===== config.mk =====
export PLATFORM = sky130hd
export DESIGN_NAME = reconvolve_40mhz
export DESIGN_NICKNAME = d
export VERILOG_FILES = /design/src/rtl/reconvolve_40mhz.sv
export SDC_FILE = /design/constraint.sdc
export NUM_CORES = 1
export LEC_CHECK = 0
export ABC_AREA = 1
export CAP_MARGIN = 40
export CORE_MARGIN = 3
export CORE_UTILIZATION = 35
export DETAILED_ROUTE_END_ITERATION = 16
export HOLD_SLACK_MARGIN = 0.03
export SETUP_SLACK_MARGIN = 0.2
export SLEW_MARGIN = 30
export SYNTH_ARGS = -nofsm -noshare
export SYNTH_HDL_FRONTEND = slang
export SYNTH_SLANG_ARGS = --single-unit

===== constraint.sdc =====
create_clock -name CLK -period 6.9 [get_ports CLK]
set_clock_uncertainty 0.05 [all_clocks]
set_input_delay 1.035 -clock CLK [delete_from_list [all_inputs] [get_ports CLK]]
set_output_delay 1.035 -clock CLK [all_outputs]
set_load 0.02 [all_outputs]

===== src/rtl/reconvolve_40mhz.sv =====
// rtl/reconvolve_40mhz.sv - rebuilds an exponential-tail FADC trace from a deconvolved amplitude stream
module reconvolve_40mhz #(
    parameter int ADC_WIDTH           = 12,
    parameter int BASELINE_EXTRA_BITS = 3,
    parameter int FD_BITS             = 6,
    parameter int GN_BITS             = 12,
    parameter int GN_FRAC_BITS        = 10
) (
    input  logic                                     CLK,
    input  logic                                     RESET,
    input  logic [1:0]                               ENABLE40,
    input  logic                                     CLEAR,
    input  logic [ADC_WIDTH-1:0]                     ADC_IN,
    input  logic [ADC_WIDTH+BASELINE_EXTRA_BITS-1:0] BASELINE,
    input  logic [FD_BITS-1:0]                       FD,
    input  logic [GN_BITS-1:0]                       GN,
    output logic [ADC_WIDTH-1:0]                     ADC_OUT,
    output logic                                     OUT_VALID,
    output logic                                     SAT
);

    // Accumulator: integer ADC part plus FD_BITS fractional bits.
    localparam int ACC_W  = ADC_WIDTH + FD_BITS;
    // Shift that brings the GN product from GN_FRAC_BITS down to FD_BITS fractional bits.
    localparam int SH     = GN_FRAC_BITS - FD_BITS;
    localparam int PROD_W = ADC_WIDTH + GN_BITS;
    // One spare bit so the rounding add can never wrap.
    localparam int PRND_W = PROD_W + 1;
    localparam int PA_W   = PRND_W - SH;
    localparam int QP_W   = ACC_W + FD_BITS;
    // Sum is one bit wider than the widest addend so saturation is detected exactly.
    localparam int S_W    = ((PA_W > ACC_W) ? PA_W : ACC_W) + 1;
    localparam int ARND_W = ACC_W + 1;
    localparam int R_W    = ARND_W - FD_BITS;
    localparam int T_W    = ADC_WIDTH + 2;

    localparam int RND_GN  = 1 << (SH - 1);
    localparam int RND_FD  = 1 << (FD_BITS - 1);
    localparam int ADC_MAX = (1 << ADC_WIDTH) - 1;

    localparam logic [ACC_W-1:0] ACC_MAX = '1;

    // Registered state and next-state values.
    logic [ADC_WIDTH-1:0] x_r_q,     x_r_d;
    logic [PA_W-1:0]      p_a_q,     p_a_d;
    logic [ACC_W-1:0]     q_q,       q_d;
    logic [ACC_W-1:0]     acc_q,     acc_d;
    logic                 acc_sat_q, acc_sat_d;
    logic [ADC_WIDTH-1:0] adc_out_q, adc_out_d;
    logic                 out_valid_q, out_valid_d;
    logic                 sat_q,     sat_d;

    // Datapath intermediates.
    logic [PROD_W-1:0]    prod_xg;
    logic [PRND_W-1:0]    prod_rnd;
    logic [PA_W-1:0]      pa_calc;
    logic [QP_W-1:0]      prod_acc_fd;
    logic [ACC_W-1:0]     q_calc;
    logic [S_W-1:0]       sum_s;
    logic                 sum_sat;
    logic [ACC_W-1:0]     acc_next;
    logic [ARND_W-1:0]    acc_rnd;
    logic [R_W-1:0]       r_out;
    logic [ADC_WIDTH-1:0] base_int;
    logic [T_W-1:0]       t_sum;
    logic                 t_clip;

    // Arithmetic for all three phases; the phase decode below picks which result is stored.
    always_comb begin
        // Gain path: x*GN rounded to FD_BITS fractional bits, full width kept.
        prod_xg     = PROD_W'(x_r_q) * PROD_W'(GN);
        prod_rnd    = PRND_W'(prod_xg) + PRND_W'(RND_GN);
        pa_calc     = PA_W'(prod_rnd >> SH);

        // Feedback path: ACC*FD truncated back to FD_BITS fractional bits.
        prod_acc_fd = QP_W'(acc_q) * QP_W'(FD);
        q_calc      = ACC_W'(prod_acc_fd >> FD_BITS);

        // Recursion sum with clamp to the accumulator ceiling.
        sum_s       = S_W'(p_a_q) + S_W'(q_q);
        sum_sat     = (sum_s > S_W'(ACC_MAX));
        acc_next    = sum_sat ? ACC_MAX : ACC_W'(sum_s);

        // Output stage: round ACC to an integer, add baseline integer part, clip.
        acc_rnd     = ARND_W'(acc_q) + ARND_W'(RND_FD);
        r_out       = R_W'(acc_rnd >> FD_BITS);
        base_int    = ADC_WIDTH'(BASELINE >> BASELINE_EXTRA_BITS);
        t_sum       = T_W'(r_out) + T_W'(base_int);
        t_clip      = (t_sum > T_W'(ADC_MAX));
    end

    // Phase decode: each phase updates only its own registers; phase 3 holds everything.
    always_comb begin
        x_r_d       = x_r_q;
        p_a_d       = p_a_q;
        q_d         = q_q;
        acc_d       = acc_q;
        acc_sat_d   = acc_sat_q;
        adc_out_d   = adc_out_q;
        sat_d       = sat_q;
        out_valid_d = 1'b0;

        case (ENABLE40)
            2'd0: begin
                x_r_d       = ADC_IN;
                adc_out_d   = t_clip ? ADC_WIDTH'(ADC_MAX) : ADC_WIDTH'(t_sum);
                sat_d       = t_clip | acc_sat_q;
                out_valid_d = 1'b1;
                // Output above already used the old ACC; only the stored value is cleared.
                if (CLEAR) begin
                    acc_d     = '0;
                    acc_sat_d = 1'b0;
                end
            end
            2'd1: begin
                p_a_d = pa_calc;
                q_d   = q_calc;
            end
            2'd2: begin
                acc_d     = acc_next;
                acc_sat_d = sum_sat;
            end
            default: begin
            end
        endcase
    end

    // State register with synchronous active-high reset taking priority.
    always_ff @(posedge CLK) begin
        if (RESET) begin
            x_r_q       <= '0;
            p_a_q       <= '0;
            q_q         <= '0;
            acc_q       <= '0;
            acc_sat_q   <= 1'b0;
            adc_out_q   <= '0;
            out_valid_q <= 1'b0;
            sat_q       <= 1'b0;
        end else begin
            x_r_q       <= x_r_d;
            p_a_q       <= p_a_d;
            q_q         <= q_d;
            acc_q       <= acc_d;
            acc_sat_q   <= acc_sat_d;
            adc_out_q   <= adc_out_d;
            out_valid_q <= out_valid_d;
            sat_q       <= sat_d;
        end
    end

    assign ADC_OUT   = adc_out_q;
    assign OUT_VALID = out_valid_q;
    assign SAT       = sat_q;

endmodule


==> results of run 1 <==
==> synthesized netlist by cell type, types with 3 or more instances <==
master / count
a21boi_0: 4
a21o_1: 8
a21oi_1: 112
a31oi_1: 3
buf_2: 4
clkbuf_1: 55
clkbuf_8: 7
dfxtp_1: 84
fa_1: 167
ha_1: 128
inv_1: 461
inv_2: 3
nand2_1: 539
nand3_1: 75
nand3_2: 5
nand3b_1: 11
nand4_1: 22
nor2_1: 200
nor3_1: 10
nor4_1: 6
o211ai_1: 6
o21ai_0: 87
o21bai_1: 9
xnor2_1: 9
xor2_1: 27
==> per-stage QoR <==
stage | hold WS, ns | cell area (sq um) | setup WS, ns | util, %
final | 0.433 | 15300 | 0.759 | 39.2
after global routing | 0.465 | 15300 | 0.396 | 39.2
after CTS | 0.433 | 15300 | 0.779 | 39.2
after detailed placement | 0.421 | 15000 | 0.431 | 38.3
after global placement | 0.414 | 14900 | 0.486 | 38.3
after floorplan | 0.396 | 14000 | 1.28 | -
==> layer usage <==
layer	vias to the layer above	track usage, %
met2	189	32.4
met5	-	0
met3	43	1.88
li1	6301	-
met4	0	3.93
met1	5945	22.3
==> where the power goes <==
part           total, mW  internal (mW)  switching, mW
Clock              0.548          0.338          0.209
Sequential         0.600          0.528         0.0719
Combinational       1.24          0.465          0.772
==> final timing paths <==
path | from | to | slack (ns) | depth (start not counted)
max | GN[3] | p_a_q[16] | 0.76 | 20
min | acc_sat_q | acc_sat_q | 0.43 | 2
max reg2reg | x_r_q[2] | p_a_q[16] | 1.42 | 19
min reg2reg | acc_sat_q | acc_sat_q | 0.43 | 2
==> placed cells by master (no fill, tap or decap), types with 3 or more instances in the layout <==
cell and n:
a21boi_0 4, a21o_1 8, a21oi_1 112, a31oi_1 3, buf_4 15, clkbuf_16 9, clkdlybuf4s50_1 59, dfxtp_1 84
fa_1 167, ha_1 128, inv_1 461, inv_2 3, nand2_1 539, nand3_1 75, nand3_2 5, nand3b_1 11
nand4_1 22, nor2_1 198, nor3_1 10, nor4_1 6, o211ai_1 6, o21ai_0 87, o21bai_1 9, xnor2_1 9
xor2_1 27
==> flip-flops by register name (all words and copies together), names as in the netlist <==
register,cells
p_a_q,21
x_r_q,12
acc_sat_q,1
OUT_VALID,1
acc_q,18
SAT,1
q_q,18
ADC_OUT,12
==> cell families after synthesis <==
group	after synthesis
xor gates and xnor gates	36
buffers and inverters	539
and+or+nand+nor	875
DFF	84
AOI/OAI and AO/OA	242
adders and majority gates	295
==> worst max-delay path: cells and delay by family <==
kind / cells / cell delay, ns
fa+ha+maj: 6 / 2.89
buf+inv: 5 / 0.98
simple gates: 5 / 0.47
compound gates: 4 / 0.93
==> final cells by class <==
type,count,area [sq um],area share (%)
Tap cell,518,648,4.24
Inverter,466,1750,11.4
Multi-Input combinational cell,1448,10200,66.4
Clock buffer,11,253,1.65
Clock inverter,5,82.6,0.540
Sequential cell,84,1680,11.0
Timing Repair Buffer,76,723,4.73
==> results.toml, run 1 <==
[status]
status = "completed"

[global_route]
grt_pass1_wl_um = 61800
grt_overflow = 0
grt_max_degree = 61
grt_pass1_vias = 12900
antenna_found_initial = 0
gr-usage-all-layers_pct = 17.7

[floorplan]
die_y_um = 206
rows = 72
start_util_pct = 35.8
coreArea_sq_um = 39000
die_area_sq_um = 42400
io-pin-count = 64
die_x_um = 206

[detailed_routing]
met2_length_um = 18100
dr.pass1.iters = 6
avgViaCountPerCell = 4.78
wl_met3_um = 1140
wl_um = 36000
wire_per_inst_um = 13.8
drt_iter0_drc = 508
vias = 12500
routed.top_layer = "met4"
m1WireLength_um = 16200
drc = 0
detail-route-antenna-nets = 0

[logic_synthesis]
synth_fa_ha_area_share_pct = 35.4
yosysSeqAreaShare_pct = 12.0
netlist.area_leader.share_pct = 23.9
ys.flop_type = "dfxtp_1"
synthesis.area_sq_um = 14000
ys_ff_latch = 84
syn_inst = 2071
syn_nets = 2416
synthArstFlopShare_pct = 0
synth_top_area_cell = "fa_1"
synthXorXnorAreaFrac_pct = 2.26
synth_area_leaders = "fa_1 (24%), nand2_1 (14%), inv_1 (12%), dfxtp_1 (12%), ha_1 (11%)"
ys.warnings.count = 0
synth_top_family_by_area = "adder cells"
synth-compound-area-share_pct = 9.41
synth_edf_count = 0
muxShareOfSynthArea_pct = 0
yosys.area_share.simple_pct = 25.5
avgSynthCellArea_sq_um = 6.75
yosysUniqueCellTypes = 44

[sta]
worst_pin_slew_ns = 0.820
rsz0062_at_grt = "false"
finalMaxSlewViolations = 0
slew-limit-headroom_pct = 45.2
tns_ns = 0
clock.fmax_mhz = 163
finalHoldViolations = 0
min_period_over_period_pct = 89.0
fin_crit_ns = 6.14
setup_viol = 0

[clock_tree]
clkLatencyLatePin_ns = 0.35
cts-root-buf = "clkbuf_16"
numCtsBuffers = 9
cts_tree = "yes"
cts_setup_buffers = 0
cts_resized = 0
cts_max_path_buffers = 2
postCtsHoldBufs = 0
clock-sinks = 84
path_clk_slew_ns = 0.07
h-tree-depth = 3

[place]
io_buffers = 60
placed_cells = 2592
dp_hpwl_um = 29800
globalplace.congestion = 0.895

[setup_path]
worstPathCellList = "clkdlybuf4s50_1 -> nand2_1 -> fa_1 -> fa_1 -> inv_1 -> fa_1 -> fa_1 -> inv_1 -> fa_1 -> inv_1 -> ha_1 -> a21oi_1 -> a21boi_0 -> o21ai_0 -> nand2_1 -> nand3_1 -> nand2_1 -> nand3_1 -> o211ai_1 -> inv_1"
cp-start-kind = "primary input"
arrival_ns = 6.33
path_class = "primary input to flop"
worstPathRequired_ns = 7.09
worst-path-max-fanout = 12
cpMaxStageDelayCell = "clkdlybuf4s50_1"
end_kind = "flop"
critical_path.max_stage_delay_ns = 0.79
cpMostUsedCell = "fa_1"

[cells_and_area]
fin_nets = 2430
drive_gt1_share_pct = 2.44
areaGrowthSynthToFinish_pct = 9.41
fin_cells = 2608
fillers = 4135
antenna_cells = 0

[min_path]
min_path_type = "flop to flop"

[pwr]
p_total_mw = 2.38
p_leak_nw = 8.58
ir_drop_mv = 0.0958
powerDensity_nw_per_um2 = 156

[flow_run]
cap_violations = 0
(Power assumes the default switching activity.)
==> run 2, diff against run 1 <==
Settings changed: HOLD_SLACK_MARGIN 0.03 to 0.1, PLACE_DENSITY_LB_ADDON from default to 0.05.
==> run 2 against run 1 <==
Effect of this change:
- hold slack worse by 0.016 ns
- die area unchanged
- wire length up 6.4%
- global-route usage up 1.2 points
- sequential share of layout area about the same
- cell count up 0.23%
- clock power up 0.9%
- setup slack better by 0.16 ns
- utilization up 0.11 points
- via count down 0.51%
==> results.toml, run 2 (synthesized netlist as in run 1, its figures left out) <==
[status]
status = "completed"

[clock_tree]
cts_setup_buffers = 0
cts_tree = "yes"
numCtsBuffers = 9
h-tree-depth = 3
clkLatencyLatePin_ns = 0.36
clock-sinks = 84
cts-root-buf = "clkbuf_16"
cts_max_path_buffers = 2
path_clk_slew_ns = 0.07
postCtsHoldBufs = 0
cts_resized = 0

[min_path]
min_path_type = "flop to flop"
hold_path.startpoint = "acc_sat_q"
hold_path_depth = 2
hold_end = "acc_sat_q"

[setup_path]
worst-path-max-fanout = 9
rr_worst_depth = 19
cpMaxStageDelayCell = "clkdlybuf4s50_1"
arrival_ns = 6.19
worstPathRequired_ns = 7.11
cpMostUsedCell = "nand2_1"
critical_path.top_delay_family = "adder cells"
timing.rr.end = "p_a_q[15]"
worstPathCellList = "clkdlybuf4s50_1 -> buf_4 -> nand2_1 -> inv_1 -> fa_1 -> fa_1 -> fa_1 -> fa_1 -> inv_1 -> fa_1 -> inv_1 -> ha_1 -> nand2_1 -> nor4_1 -> nand2_1 -> nand2_1 -> nand2_1 -> nand3_1 -> nand3_1 -> nand2_1 -> inv_1"
path_class = "primary input to flop"
critical_path.max_stage_delay_ns = 0.57
cp-start-kind = "primary input"
reg2reg_slack_ns = 1.48
end_kind = "flop"
cp_num_buf_inv = 6
r2r_start = "x_r_q[7]"

[detailed_routing]
drc = 0
drt_iter0_drc = 578
avgViaCountPerCell = 4.75
dr.pass1.iters = 5
detail-route-antenna-nets = 0
vias = 12400
wl_um = 38300
wire_per_inst_um = 14.7

[cells_and_area]
top_register = "p_a_q"
fin_nets = 2436
reg_top3 = "p_a_q: 21 flops, acc_q: 18 flops, q_q: 18 flops"
areaGrowthSynthToFinish_pct = 9.72
fillers = 4243
antenna_cells = 0
drive_gt1_share_pct = 2.72
regArea_sq_um = 1680
utilization_pct = 39.3
final_common_cell = "nand2_1"
multiInputGateArea_sq_um = 10200
layout_common_cells = "nand2_1 (539), inv_1 (461), nor2_1 (198)"
largest_reg_flops = 21

[global_route]
grt_max_degree = 61
met2_usage_pct = 33.1
antenna_found_initial = 0
gr-usage-all-layers_pct = 18.8
busiest_layer = "met2"
grt_pass1_wl_um = 64000
grtUsageMet3_pct = 1.25
grt_overflow = 0
grt_pass1_vias = 12500
use_met1_pct = 25.5

[place]
io_buffers = 60
globalplace.congestion = 0.878
dp_hpwl_um = 32100

[sta]
worst_pin_slew_ns = 0.838
min_period_over_period_pct = 86.7
tns_ns = 0
slew-limit-headroom_pct = 43.9
clock.fmax_mhz = 167
fin_crit_ns = 5.98
rsz0062_at_grt = "false"
finalHoldViolations = 0
setup_viol = 0
finalMaxSlewViolations = 0

[pwr]
p_leak_nw = 8.60
ir_drop_mv = 0.116
powerDensity_nw_per_um2 = 158

[floorplan]
die_y_um = 206
start_util_pct = 35.8
rows = 72
coreArea_sq_um = 39000
die_area_sq_um = 42400
io-pin-count = 64
die_x_um = 206

[flow_run]
cap_violations = 0
run 2: worst register-to-register path, stage by stage (launching register included):
cell and delay (ns):
dfxtp_1 0.80, nand2_1 0.19, fa_1 0.53, fa_1 0.51, inv_1 0.06, fa_1 0.47, fa_1 0.54, inv_1 0.05
fa_1 0.52, inv_1 0.04, ha_1 0.35, nand2_1 0.13, nor4_1 0.45, nand2_1 0.09, nand2_1 0.13, nand2_1 0.09
nand3_1 0.07, nand3_1 0.10, nand2_1 0.09, inv_1 0.03
run 2: metrics by stage:
step / total power [mW] / area [sq um] / hold WS [ns] / worst slack [ns] / cells
2_1_floorplan: 1.53 / 14000 / 0.396 / 1.28 / 2071
3_3_place_gp: 1.89 / 15000 / 0.408 / 0.527 / 2596
3_5_place_dp: 1.88 / 15000 / 0.411 / 0.515 / 2596
4_1_cts: 2.46 / 15300 / 0.423 / 0.903 / 2612
5_1_grt: 2.68 / 15300 / 0.440 / 0.515 / 2614
6_report: 2.42 / 15300 / 0.417 / 0.918 / 2614
run 2: worst max-delay path by stage:
stage,start,endpoint,slack (ns),cells past startpoint
after detailed placement,GN[4],p_a_q[20],0.52,21
final,GN[10],p_a_q[15],0.92,21
after floorplan,GN[11],p_a_q[20],1.28,20
after global placement,GN[10],p_a_q[14],0.53,22
after CTS,GN[10],p_a_q[15],0.90,21
after global routing,GN[4],p_a_q[15],0.52,20
run 2: area by class of cell:
class	instances	area share [%]
multi-input combinational	1448	66.2
inverter	466	11.4
clock inverter	7	0.685
tap	518	4.23
clock buffer	9	1.47
sequential	84	11.0
timing repair buffer	82	5.03
run 2: metal layers:
metal / share of wire, % / routed length (um)
met5: 0 / 0
met4: 1.6 / 631
met3: 2.2 / 845
met2: 49 / 18600
met1: 48 / 18300
run 2: where the power goes:
part | internal [mW] | switching (mW) | total (mW)
combinational | 0.474 | 0.796 | 1.27
clock | 0.324 | 0.229 | 0.553
sequential | 0.528 | 0.0685 | 0.596
==> run 3, diff against run 2 <==
Settings changed: ABC_CLOCK_PERIOD_IN_PS from default to 6900.
==> results of run 3 <==
Final layout, timing and power as in run 2 (identical DEF).
